### config.mk
export PLATFORM = sky130hd
export DESIGN_NAME = apb_req_bridge
export DESIGN_NICKNAME = d
export VERILOG_FILES = /design/src/rtl/apb_req_bridge_pkg.sv /design/src/rtl/cmd_fifo.sv /design/src/rtl/apb_req_bridge.sv
export SDC_FILE = /design/constraint.sdc
export NUM_CORES = 1
export LEC_CHECK = 0
export CELL_PAD_IN_SITES_DETAIL_PLACEMENT = 0
export CELL_PAD_IN_SITES_GLOBAL_PLACEMENT = 1
export CORE_MARGIN = 3
export CORE_UTILIZATION = 30
export CTS_BUF_LIST = sky130_fd_sc_hd__clkbuf_4 sky130_fd_sc_hd__clkbuf_8
export DETAILED_ROUTE_END_ITERATION = 12
export PLACE_DENSITY = 0.56
export SETUP_SLACK_MARGIN = 0.3
export SLEW_MARGIN = 10
export SYNTH_ARGS = -nofsm -noshare
export SYNTH_HDL_FRONTEND = slang
export SYNTH_SLANG_ARGS = --single-unit
### constraint.sdc
create_clock -name clk -period 17.5 [get_ports clk]
set_input_delay 4.375 -clock clk [delete_from_list [all_inputs] [get_ports clk]]
set_output_delay 4.375 -clock clk [all_outputs]
set_load 0.02 [all_outputs]
### src/rtl/apb_req_bridge_pkg.sv
// Shared types for the APB requester: FSM states and the
// command/response bundles that move through the bridge.
package apb_req_bridge_pkg;

  localparam int AW = 32;
  localparam int DW = 32;

  typedef enum logic [1:0] {
    IDLE,
    SETUP,
    ACCESS
  } state_e;

  typedef struct packed {
    logic          write;
    logic [AW-1:0] addr;
    logic [DW-1:0] wdata;
  } cmd_t;

  typedef struct packed {
    logic          write;
    logic [DW-1:0] rdata;
    logic          err;
  } rsp_t;

  function automatic logic aligned(input logic [AW-1:0] a);
    return a[1:0] == 2'b00;
  endfunction

endpackage

### src/rtl/cmd_fifo.sv
// Synchronous command FIFO; full/empty come from a registered
// occupancy count so req_ready never depends on the pop side.
module cmd_fifo
  import apb_req_bridge_pkg::*;
#(
  parameter int DEPTH = 4
) (
  input  logic clk,
  input  logic reset,
  input  logic push,
  input  cmd_t din,
  input  logic pop,
  output cmd_t dout,
  output logic full,
  output logic empty
);

  localparam int PW = $clog2(DEPTH);
  localparam logic [PW-1:0] P1 = 1;
  localparam logic [PW:0]   C1 = 1;
  localparam logic [PW:0]   CF = (PW+1)'(DEPTH);

  cmd_t          mem [DEPTH];
  logic [PW-1:0] wr_ptr;
  logic [PW-1:0] rd_ptr;
  logic [PW:0]   count;
  logic          do_push;
  logic          do_pop;

  assign full    = (count == CF);
  assign empty   = (count == '0);
  assign do_push = push && !full;
  assign do_pop  = pop && !empty;
  assign dout    = mem[rd_ptr];

  always_ff @(posedge clk or posedge reset) begin
    if (reset) begin
      wr_ptr <= '0;
      rd_ptr <= '0;
      count  <= '0;
      for (int i = 0; i < DEPTH; i++)
        mem[i] <= '0;
    end else begin
      if (do_push) begin
        mem[wr_ptr] <= din;
        wr_ptr      <= wr_ptr + P1;
      end
      if (do_pop)
        rd_ptr <= rd_ptr + P1;
      unique case ({do_push, do_pop})
        2'b10:   count <= count + C1;
        2'b01:   count <= count - C1;
        default: count <= count;
      endcase
    end
  end

endmodule

### src/rtl/apb_req_bridge.sv
// APB3 requester: queued valid/ready commands in, one ordered
// response per command out, with timeout and alignment errors.
module apb_req_bridge
  import apb_req_bridge_pkg::*;
#(
  parameter int ADDR_W    = AW,
  parameter int DATA_W    = DW,
  parameter int CMD_DEPTH = 4,
  parameter int TIMEOUT   = 16
) (
  input  logic              clk,
  input  logic              reset,
  input  logic              req_valid,
  output logic              req_ready,
  input  logic              req_write,
  input  logic [ADDR_W-1:0] req_addr,
  input  logic [DATA_W-1:0] req_wdata,
  output logic              rsp_valid,
  input  logic              rsp_ready,
  output logic              rsp_write,
  output logic [DATA_W-1:0] rsp_rdata,
  output logic              rsp_err,
  output logic              psel,
  output logic              penable,
  output logic              pwrite,
  output logic [ADDR_W-1:0] paddr,
  output logic [DATA_W-1:0] pwdata,
  input  logic [DATA_W-1:0] prdata,
  input  logic              pready,
  input  logic              pslverr
);

  localparam int TW = $clog2(TIMEOUT + 1);
  localparam logic [TW-1:0] TMAX = TW'(TIMEOUT - 1);
  localparam logic [TW-1:0] T1   = 1;

  state_e        state;
  cmd_t          in_cmd;
  cmd_t          head;
  rsp_t          rsp;
  logic          full;
  logic          empty;
  logic          pop;
  logic          rsp_free;
  logic [TW-1:0] tcnt;

  assign in_cmd    = '{write: req_write, addr: req_addr, wdata: req_wdata};
  assign req_ready = !full;
  assign rsp_free  = !rsp_valid || rsp_ready;
  assign pop       = (state == IDLE) && !empty && rsp_free;

  assign rsp_write = rsp.write;
  assign rsp_rdata = rsp.rdata;
  assign rsp_err   = rsp.err;

  cmd_fifo #(.DEPTH(CMD_DEPTH)) u_fifo (
    .clk   (clk),
    .reset (reset),
    .push  (req_valid),
    .din   (in_cmd),
    .pop   (pop),
    .dout  (head),
    .full  (full),
    .empty (empty)
  );

  always_ff @(posedge clk or posedge reset) begin
    if (reset) begin
      state     <= IDLE;
      tcnt      <= '0;
      rsp       <= '0;
      rsp_valid <= 1'b0;
      psel      <= 1'b0;
      penable   <= 1'b0;
      pwrite    <= 1'b0;
      paddr     <= '0;
      pwdata    <= '0;
    end else begin
      if (rsp_valid && rsp_ready)
        rsp_valid <= 1'b0;
      unique case (state)
        IDLE: begin
          if (pop) begin
            if (aligned(head.addr)) begin
              psel   <= 1'b1;
              pwrite <= head.write;
              paddr  <= head.addr;
              pwdata <= head.wdata;
              state  <= SETUP;
            end else begin
              // misaligned: answer locally, bus untouched
              rsp_valid <= 1'b1;
              rsp       <= '{write: head.write, rdata: '0, err: 1'b1};
            end
          end
        end
        SETUP: begin
          penable <= 1'b1;
          tcnt    <= '0;
          state   <= ACCESS;
        end
        ACCESS: begin
          if (pready) begin
            rsp_valid <= 1'b1;
            rsp.write <= pwrite;
            rsp.err   <= pslverr;
            rsp.rdata <= (!pwrite && !pslverr) ? prdata : '0;
            psel      <= 1'b0;
            penable   <= 1'b0;
            state     <= IDLE;
          end else if (tcnt == TMAX) begin
            rsp_valid <= 1'b1;
            rsp       <= '{write: pwrite, rdata: '0, err: 1'b1};
            psel      <= 1'b0;
            penable   <= 1'b0;
            state     <= IDLE;
          end else begin
            tcnt <= tcnt + T1;
          end
        end
        default: state <= IDLE;
      endcase
    end
  end

endmodule

-- After elaboration in Yosys (flattened, before gate mapping)
Cells that the tools add are included.
- flip-flop bits (word level): 376
- bits in latches: 0
- bits in writable memories: 0
- ROM bits: 0
- bits of input ports: 103
- output and inout port bits: 103
- logic and storage cells: 106
- memories kept: 0
- add/sub/neg operators: 5
- multipliers: 0
- divide/modulo/power cells: 0
- order comparisons: 3
- equal/unequal tests: 12
- shift-type cells: 0
- mux-type cells: 33
- bitwise gates (word level): 2
- reductions and logical operators: 25
- operators by type and width (cell ; number):
    260-bit bitwise mux ; 1
    65-bit two-way mux ; 3
    34-bit two-way mux ; 4
    65-bit binary-select mux with 2-bit select ; 1
    65-bit demux with 2-bit select ; 1
    34-bit one-hot mux with 2 select lines ; 1
    32-bit two-way mux ; 1
    5-bit two-way mux ; 2
    5-bit one-hot mux with 2 select lines ; 1
    1-bit two-way mux ; 9
    3-bit AND reduction ; 3
    2-bit two-way mux ; 4
    4-bit AND reduction ; 2
    1-bit logical AND ; 7
    3-bit >= comparator (second input constant) ; 2
    2-bit != test (second input constant) ; 3
    2-bit inverter with 3-bit output ; 2
    1-bit one-hot mux with 2 select lines ; 3
    2-bit one-hot mux with 3 select lines ; 1
    3-bit one-hot mux with 2 select lines ; 1
    2-bit nonzero test ; 3
    5-bit by 1-bit adder with 5-bit output (second input constant) ; 1
    5-bit by 4-bit == test with 1-bit output (second input constant) ; 1
    1-bit logical NOT ; 5
    13 further kinds ; 18

-- Longest topological paths before layout
Gate-level depths: netlist of run 1.
- depth after elaboration: 8
- gate-level depth with buffers: 11

-- By module
From an unflattened synthesis of run 1, not the netlist that was laid out.
- cells, all modules: 1024
- area total of the unflattened synthesis: 16095.4 um^2
- modules (own cells, without submodules) (module ; times used ; cells an instance ; area an instance (um^2)):
    cmd_fifo ; 1 ; 669 ; 11696.2
    apb_req_bridge ; 1 ; 355 ; 4399.2

-- Worst setup path before layout of run 1
OpenSTA, ideal clock, no wires.
- path type: input-to-reg
- start: in rsp_ready
- end: reg u_fifo.count[2]
- arrival time: 5.741 ns
- required time: 17.421 ns
- path slack: 11.679 ns
- cell stages on the path: 9
- buffers on the path: 0
- path through: nand2b_1 nand2_1 inv_2 ha_1 inv_1 fa_1 xor2_1 nor2_1 xor2_1
- longest elaborated chain between the ends: 5
- ends and longest elaborated chain (element ; line ; RTL):
    start, declared ; apb_req_bridge.sv:19 ; input logic rsp_ready,
    1-bit logical OR (*) ; apb_req_bridge.sv:49 ; assign rsp_free = !rsp_valid || rsp_ready;
    1-bit logical AND (*) ; apb_req_bridge.sv:50 ; assign pop = (state == IDLE) && !empty && rsp_free;
    1-bit logical AND (*) ; cmd_fifo.sv:33 ; assign do_pop = pop && !empty;
    named net u_fifo.do_pop ; cmd_fifo.sv:28 ; logic do_pop;
    2-bit by 1-bit == test with 1-bit output or 2-bit == test (tied branches) ; cmd_fifo.sv:50 ; unique case ({do_push, do_pop})
    3-bit one-hot mux with 2 select lines or 2-bit nonzero test (tied branches) ; n/a ;
    end signal, assigned ; cmd_fifo.sv:51 ; 2'b10: count <= count + C1;
    end signal, assigned ; cmd_fifo.sv:52 ; 2'b01: count <= count - C1;
    end signal, assigned ; cmd_fifo.sv:53 ; default: count <= count;
    end, declared ; cmd_fifo.sv:26 ; logic [PW:0] count;
Mark *: on every way through the listed nets, which the timed path passes. The rest lies on a longest branch.
A chain may end at the register's enable or synchronous reset.

==> results of run 1 <==
==> flip-flops by register name, indices dropped and copies added, names as in the netlist <==
register	cells
rsp_write	1
paddr	32
psel	1
pwdata	32
u_fifo.count	3
rsp_valid	1
rsp_rdata	32
u_fifo.mem	260
state	2
rsp_err	1
u_fifo.rd_ptr	2
tcnt	5
u_fifo.wr_ptr	2
penable	1
pwrite	1
==> final timing paths <==
path	from	end	slack (ns)	depth (start not counted)
min in group asynchronous	reset	pwdata[8]	4.31	2
worst min-delay path	u_fifo.mem[96]	u_fifo.mem[96]	0.48	1
worst min register to register	u_fifo.mem[96]	u_fifo.mem[96]	0.48	1
worst max register to register	u_fifo.rd_ptr[1]	rsp_err	13.94	6
worst max-delay path	reset	u_fifo.rd_ptr[1]	10.89	4
max in group clk	u_fifo.count[0]	req_ready	11.18	3
==> logic make-up after synthesis <==
group / synth area share [%]
compound gates: 0.831
buf+inv: 3.20
xor+xnor: 0.323
flops: 57.9
fa+ha+maj: 0.970
simple gates: 2.45
mux: 34.3
==> layer usage <==
layer	vias up	GRT usage (%)	wire [um]
met3	70	3.84	1820
met2	195	22.3	18300
met5	-	0	0
met4	0	4.89	963
li1	4122	-	-
met1	4755	17.7	16900
==> layout by cell type, fill, tap and decap left out, drive strengths merged, types with 2 or more instances in the layout <==
cell type / count
nand3: 4
buf: 14
nor4b: 2
nor3: 2
xor2: 2
clkbuf: 114
nor4: 3
o211ai: 4
o21ai: 3
nor2: 8
xnor2: 4
a21oi: 3
mux2: 326
mux4: 63
clkinvlp: 4
ha: 11
mux2i: 33
inv: 45
clkdlybuf4s50: 205
a21boi: 2
dfrtp: 376
nor2b: 2
nand3b: 2
clkinv: 5
nand2: 52
diode: 5
==> power breakdown <==
group	leakage [nW]	switching, mW	internal (mW)
Combinational	3.29	0.633	0.854
Sequential	4.56	0.253	1.29
Clock	0.797	0.369	0.530
==> cell type report <==
cell class                 instances  area [um2]  share of cell area [%]
tap                              688         861                    4.20
clock buffer                     114        1430                    6.98
clock inverter                    10        85.1                   0.415
timing repair buffer             219        2160                    10.5
antenna                            5        12.5                  0.0610
sequential                       376        9420                    45.9
inverter                          45         176                   0.860
multi-input combinational        539        6360                    31.0
==> critical path: cells and delay by family <==
kind | cells | cell delay, ns
buf+inv | 4 | 2.62
==> metrics by stage <==
step	power, mW	cells	cell area (um2)	setup slack [ns]	hold WS [ns]
after floorplan	2.60	1018	16300	2.68	0.456
after global placement	3.05	1867	19000	9.97	0.468
after detailed placement	3.09	1867	19000	10.0	0.475
after CTS	4.02	1991	20500	10.72	0.488
after global routing	4.20	1994	20500	10.41	0.494
final	3.93	1996	20500	10.89	0.481
==> reports/metrics.cfg, run 1 <==
[route]
count_of_nets_left_with_antenna_violations_after_detail_routing=0
drt_iter0_drc=353
viasPerCell=4.58
remaining_drc_errors=0
dr.pass1.iters=4
route.final.wire_length_mm=38.0
num_vias=9142
mean_routed_wirelength_per_cell_um=19.1

[global_routing]
globalRouteTotalUtil_pct=13.7
grt_first_pass_wirelength_mm=60.6
grt_max_degree=110
grt.overflow.total=0
grt_antenna_before_repair=4
grt_pass1_vias=10200

[timing]
worstMarginPinSlew_ns=0.979
finalHoldViolations=0
final.period_utilization_pct=37.8
setup-violations-final=0
timing.setup.tns_ns=0
grt_setup_unrepaired=no
fmax_mhz=151
worst_slew_margin_rel_pct=34.7
period_needed_ns=6.61
clock-skew-final_ns=0.0248
finalMaxSlewViolations=0

[worst_setup_path]
worstSetupPathType=input port to asynchronous set/reset pin
cp_cell_sequence=clkdlybuf4s50_1 -> inv_8 -> buf_4 -> buf_4
cp_slowest_stage_delay_ns=0.87
cpMaxStageDelayCell=buf_4
worst_ep_required_time_ns=18.00
cp_max_fo=109
cp.arrival_ns=7.11
cp-end-kind=asynchronous set/reset pin
path_common_cell=buf_4
worstSetupStartpointType=input port

[synth]
largest_area_contributor_in_the_synthesized_netlist=dfrtp_1
synth_async_sr_flop_share_pct=100
synth-edff-count=0
synthDominantCellAreaShare_pct=57.9
yosys-top-cells-count=dfrtp_1, mux2_1, mux4_2
avgSynthCellArea_um2=16.0
yosysUniqueCellTypes=45
syn_nets=1133
total_of_flip_flops_plus_latches_after_synthesis=376
synth-seq-area-share_pct=57.9
ys_dominant_reg_cell=dfrtp_1
postSynthCellCount=1018
summed_instance_area_of_the_synthesized_netlist_um2=16300
yosys-top-cells-area=dfrtp_1, mux2_1, mux4_2
yosysMostFrequentCell=dfrtp_1
yosysWarningCount=0

[clock_tree]
cts_resized=0
tritoncts_num_sinks=376
cts.htree.levels=3
numCtsBuffers=72
cts_setup_buffers=0
clock_tree_from_tritoncts=yes
worst_setup_hold_path_clk_slew_ns=0.06
clock-root-buffer=clkbuf_8
insertion_delay_ns=0.62
clockBufferDepth=3
hold_buffers=0

[power]
total_power_density_per_cell_area_nw_per_um2=192
worst_ir_drop_vdd_mv=0.0849
power.static_leakage_nw=8.65

[finish]
layout.core_utilization_pct=38.6
final_layout_size_suffix_gt1_share_pct=23.3
final.fill_count=4967
finish.net_count=1368
area_growth_pct=26.1

[floorplanning]
starting_density_of_the_core_pct=30.6
core_region_area_um2=53100
floorplan.die.height_um=239
rows=84
boundaryPins=206
design.die.area_um2=57000
die_x_um=239

[placement]
gp_weighted_congestion=0.688
place.port_buffers=205
hpwl_reported_at_the_end_of_detailed_placement_mm=22.8

[worst_hold_path]
min-delay-path-class=flop to flop

[run_status]
status=finished clean

[job]
drv.max_cap_violation_count=0

Power figures use the tool's default switching activity.
==> run 2, diff against run 1 <==
==> constraint.sdc (replaced) <==
create_clock -name clk -period 6.3 [get_ports clk]
set_input_delay 1.575 -clock clk [delete_from_list [all_inputs] [get_ports clk]]
set_output_delay 1.575 -clock clk [all_outputs]
set_load 0.02 [all_outputs]
==> run 2 against run 1 <==
First-iteration DRC count fell by 36%. Clock-buffer cell count is 7 lower. Highest routed layer is now met5. Critical endpoint is now u_fifo.mem[10]. Clock power rose to 2.7 times the previous value.
==> reports/metrics.cfg, run 2 (synthesis gave the netlist of run 1 again) <==
[timing]
fmax_mhz=280
finalMaxSlewViolations=0
period_needed_ns=3.57
worstMarginPinSlew_ns=0.900
setup-violations-final=0
clock-skew-final_ns=0.0220
worst_slew_margin_rel_pct=40.0
finalHoldViolations=0
grt_setup_unrepaired=no
final.period_utilization_pct=56.7
setup_slack_ns=2.73

[clock_tree]
tritoncts_num_sinks=376
hold_buffers=0
insertion_delay_ns=0.63
cts_setup_buffers=0
cts.htree.levels=3
clock_tree_from_tritoncts=yes
cts_resized=0
worst_setup_hold_path_clk_slew_ns=0.05
clockBufferDepth=3
numCtsBuffers=70
clock-root-buffer=clkbuf_8

[route]
count_of_nets_left_with_antenna_violations_after_detail_routing=0
drt_iter0_drc=227
route.final.wire_length_mm=37.9
viasPerCell=4.58
wl_met2_mm=17.3
top_layer_used=met5
remaining_drc_errors=0
dr.pass1.iters=4
num_vias=9116
met3_wirelength_mm=1.99
m1WireLength_mm=17.6
mean_routed_wirelength_per_cell_um=19.0

[floorplanning]
die_x_um=239
starting_density_of_the_core_pct=30.6
floorplan.die.height_um=239
design.die.area_um2=57000
rows=84
boundaryPins=206
core_region_area_um2=53100

[finish]
max_flop_register=u_fifo.mem
number_of_flip_flops_under_the_largest_register_name=260
final.fill_count=4967
area.sequential_um2=9420
multiInputGateArea_um2=6360
mostFrequentLayoutCells=dfrtp_1, mux2_1, clkdlybuf4s50_1, clkbuf_8, mux4_2
mostFrequentLayoutCell=dfrtp_1
final_layout_size_suffix_gt1_share_pct=23.1
instances_no_fill=1991
layout.core_utilization_pct=38.5
finish.net_count=1366
area_growth_pct=25.7

[worst_hold_path]
min-delay-path-class=flop to flop

[worst_setup_path]
cp.arrival_ns=4.06
worstSetupStartpointType=input port
cp-end-kind=flop
worst_ep_required_time_ns=6.78
worstSetupPathType=input port to flop
cp_max_fo=46

[global_routing]
grt_pass1_vias=10100
grt.overflow.total=0
globalRouteTotalUtil_pct=13.6
grt_first_pass_wirelength_mm=60.0
grt_max_degree=156
grt_antenna_before_repair=6

[placement]
hpwl_reported_at_the_end_of_detailed_placement_mm=23.0
dp_cells=1867
dp_worst_setup_slack_ns=2.05
gp_weighted_congestion=0.695
place.port_buffers=205

[job]
drv.max_cap_violation_count=0

[power]
power.static_leakage_nw=8.61
total_power_density_per_cell_area_nw_per_um2=530
power_mw=10.8
worst_ir_drop_vdd_mv=0.187

[run_status]
status=finished clean

-- run 2: through the flow --
| stage | hold WS [ns] | instance area, um2 | setup TNS [ns] |
|---|---|---|---|
| 4_1_cts | 0.489 | 20400 | 0 |
| 5_1_grt | 0.494 | 20400 | 0 |
| 6_report | 0.484 | 20400 | 0 |
| 3_3_place_gp | 0.468 | 19000 | 0 |
| 2_1_floorplan | 0.456 | 16300 | -122.23 |
| 3_5_place_dp | 0.474 | 19000 | 0 |
-- run 2: worst max-delay path, cell delays in order --
cell and delay [ns]:
clkdlybuf4s50_1 0.46, a21boi_2 0.53, nand2_4 0.63, buf_4 0.48, mux2_1 0.35
-- run 2: final cells by class --
type                            instances  share of cell area, %
Inverter                               45                  0.845
Timing Repair Buffer                  219                   10.7
Multi-Input combinational cell        539                   31.1
Clock buffer                          107                   6.53
Antenna cell                            4                 0.0490
Tap cell                              688                   4.21
Clock inverter                         13                  0.490
Sequential cell                       376                   46.1
-- run 2: routing by layer --
layer,vias to the layer above,global-route usage [%]
li1,4131,-
met4,4,5.20
met3,63,3.90
met1,4732,18.1
met2,186,21.1
met5,-,0
-- run 2: where the power goes --
part | internal [mW] | leakage, nW | switching (mW)
Clock | 1.39 | 0.758 | 1.02
Sequential | 3.58 | 4.56 | 0.712
Combinational | 2.38 | 3.30 | 1.76
Total | 7.34 | 8.61 | 3.50
-- run 2: worst paths after layout --
path                                   from               end  slack (ns)  depth (start not counted)
hold / removal              u_fifo.mem[183]   u_fifo.mem[183]        0.48                          1
setup / recovery                  req_valid    u_fifo.mem[10]        2.73                          5
min in group asynchronous             reset  u_fifo.wr_ptr[0]        1.39                          2
hold reg to reg             u_fifo.mem[183]   u_fifo.mem[183]        0.48                          1
max in group asynchronous             reset   u_fifo.mem[154]        3.67                          3
setup reg to reg           u_fifo.rd_ptr[0]           rsp_err        3.50                          5
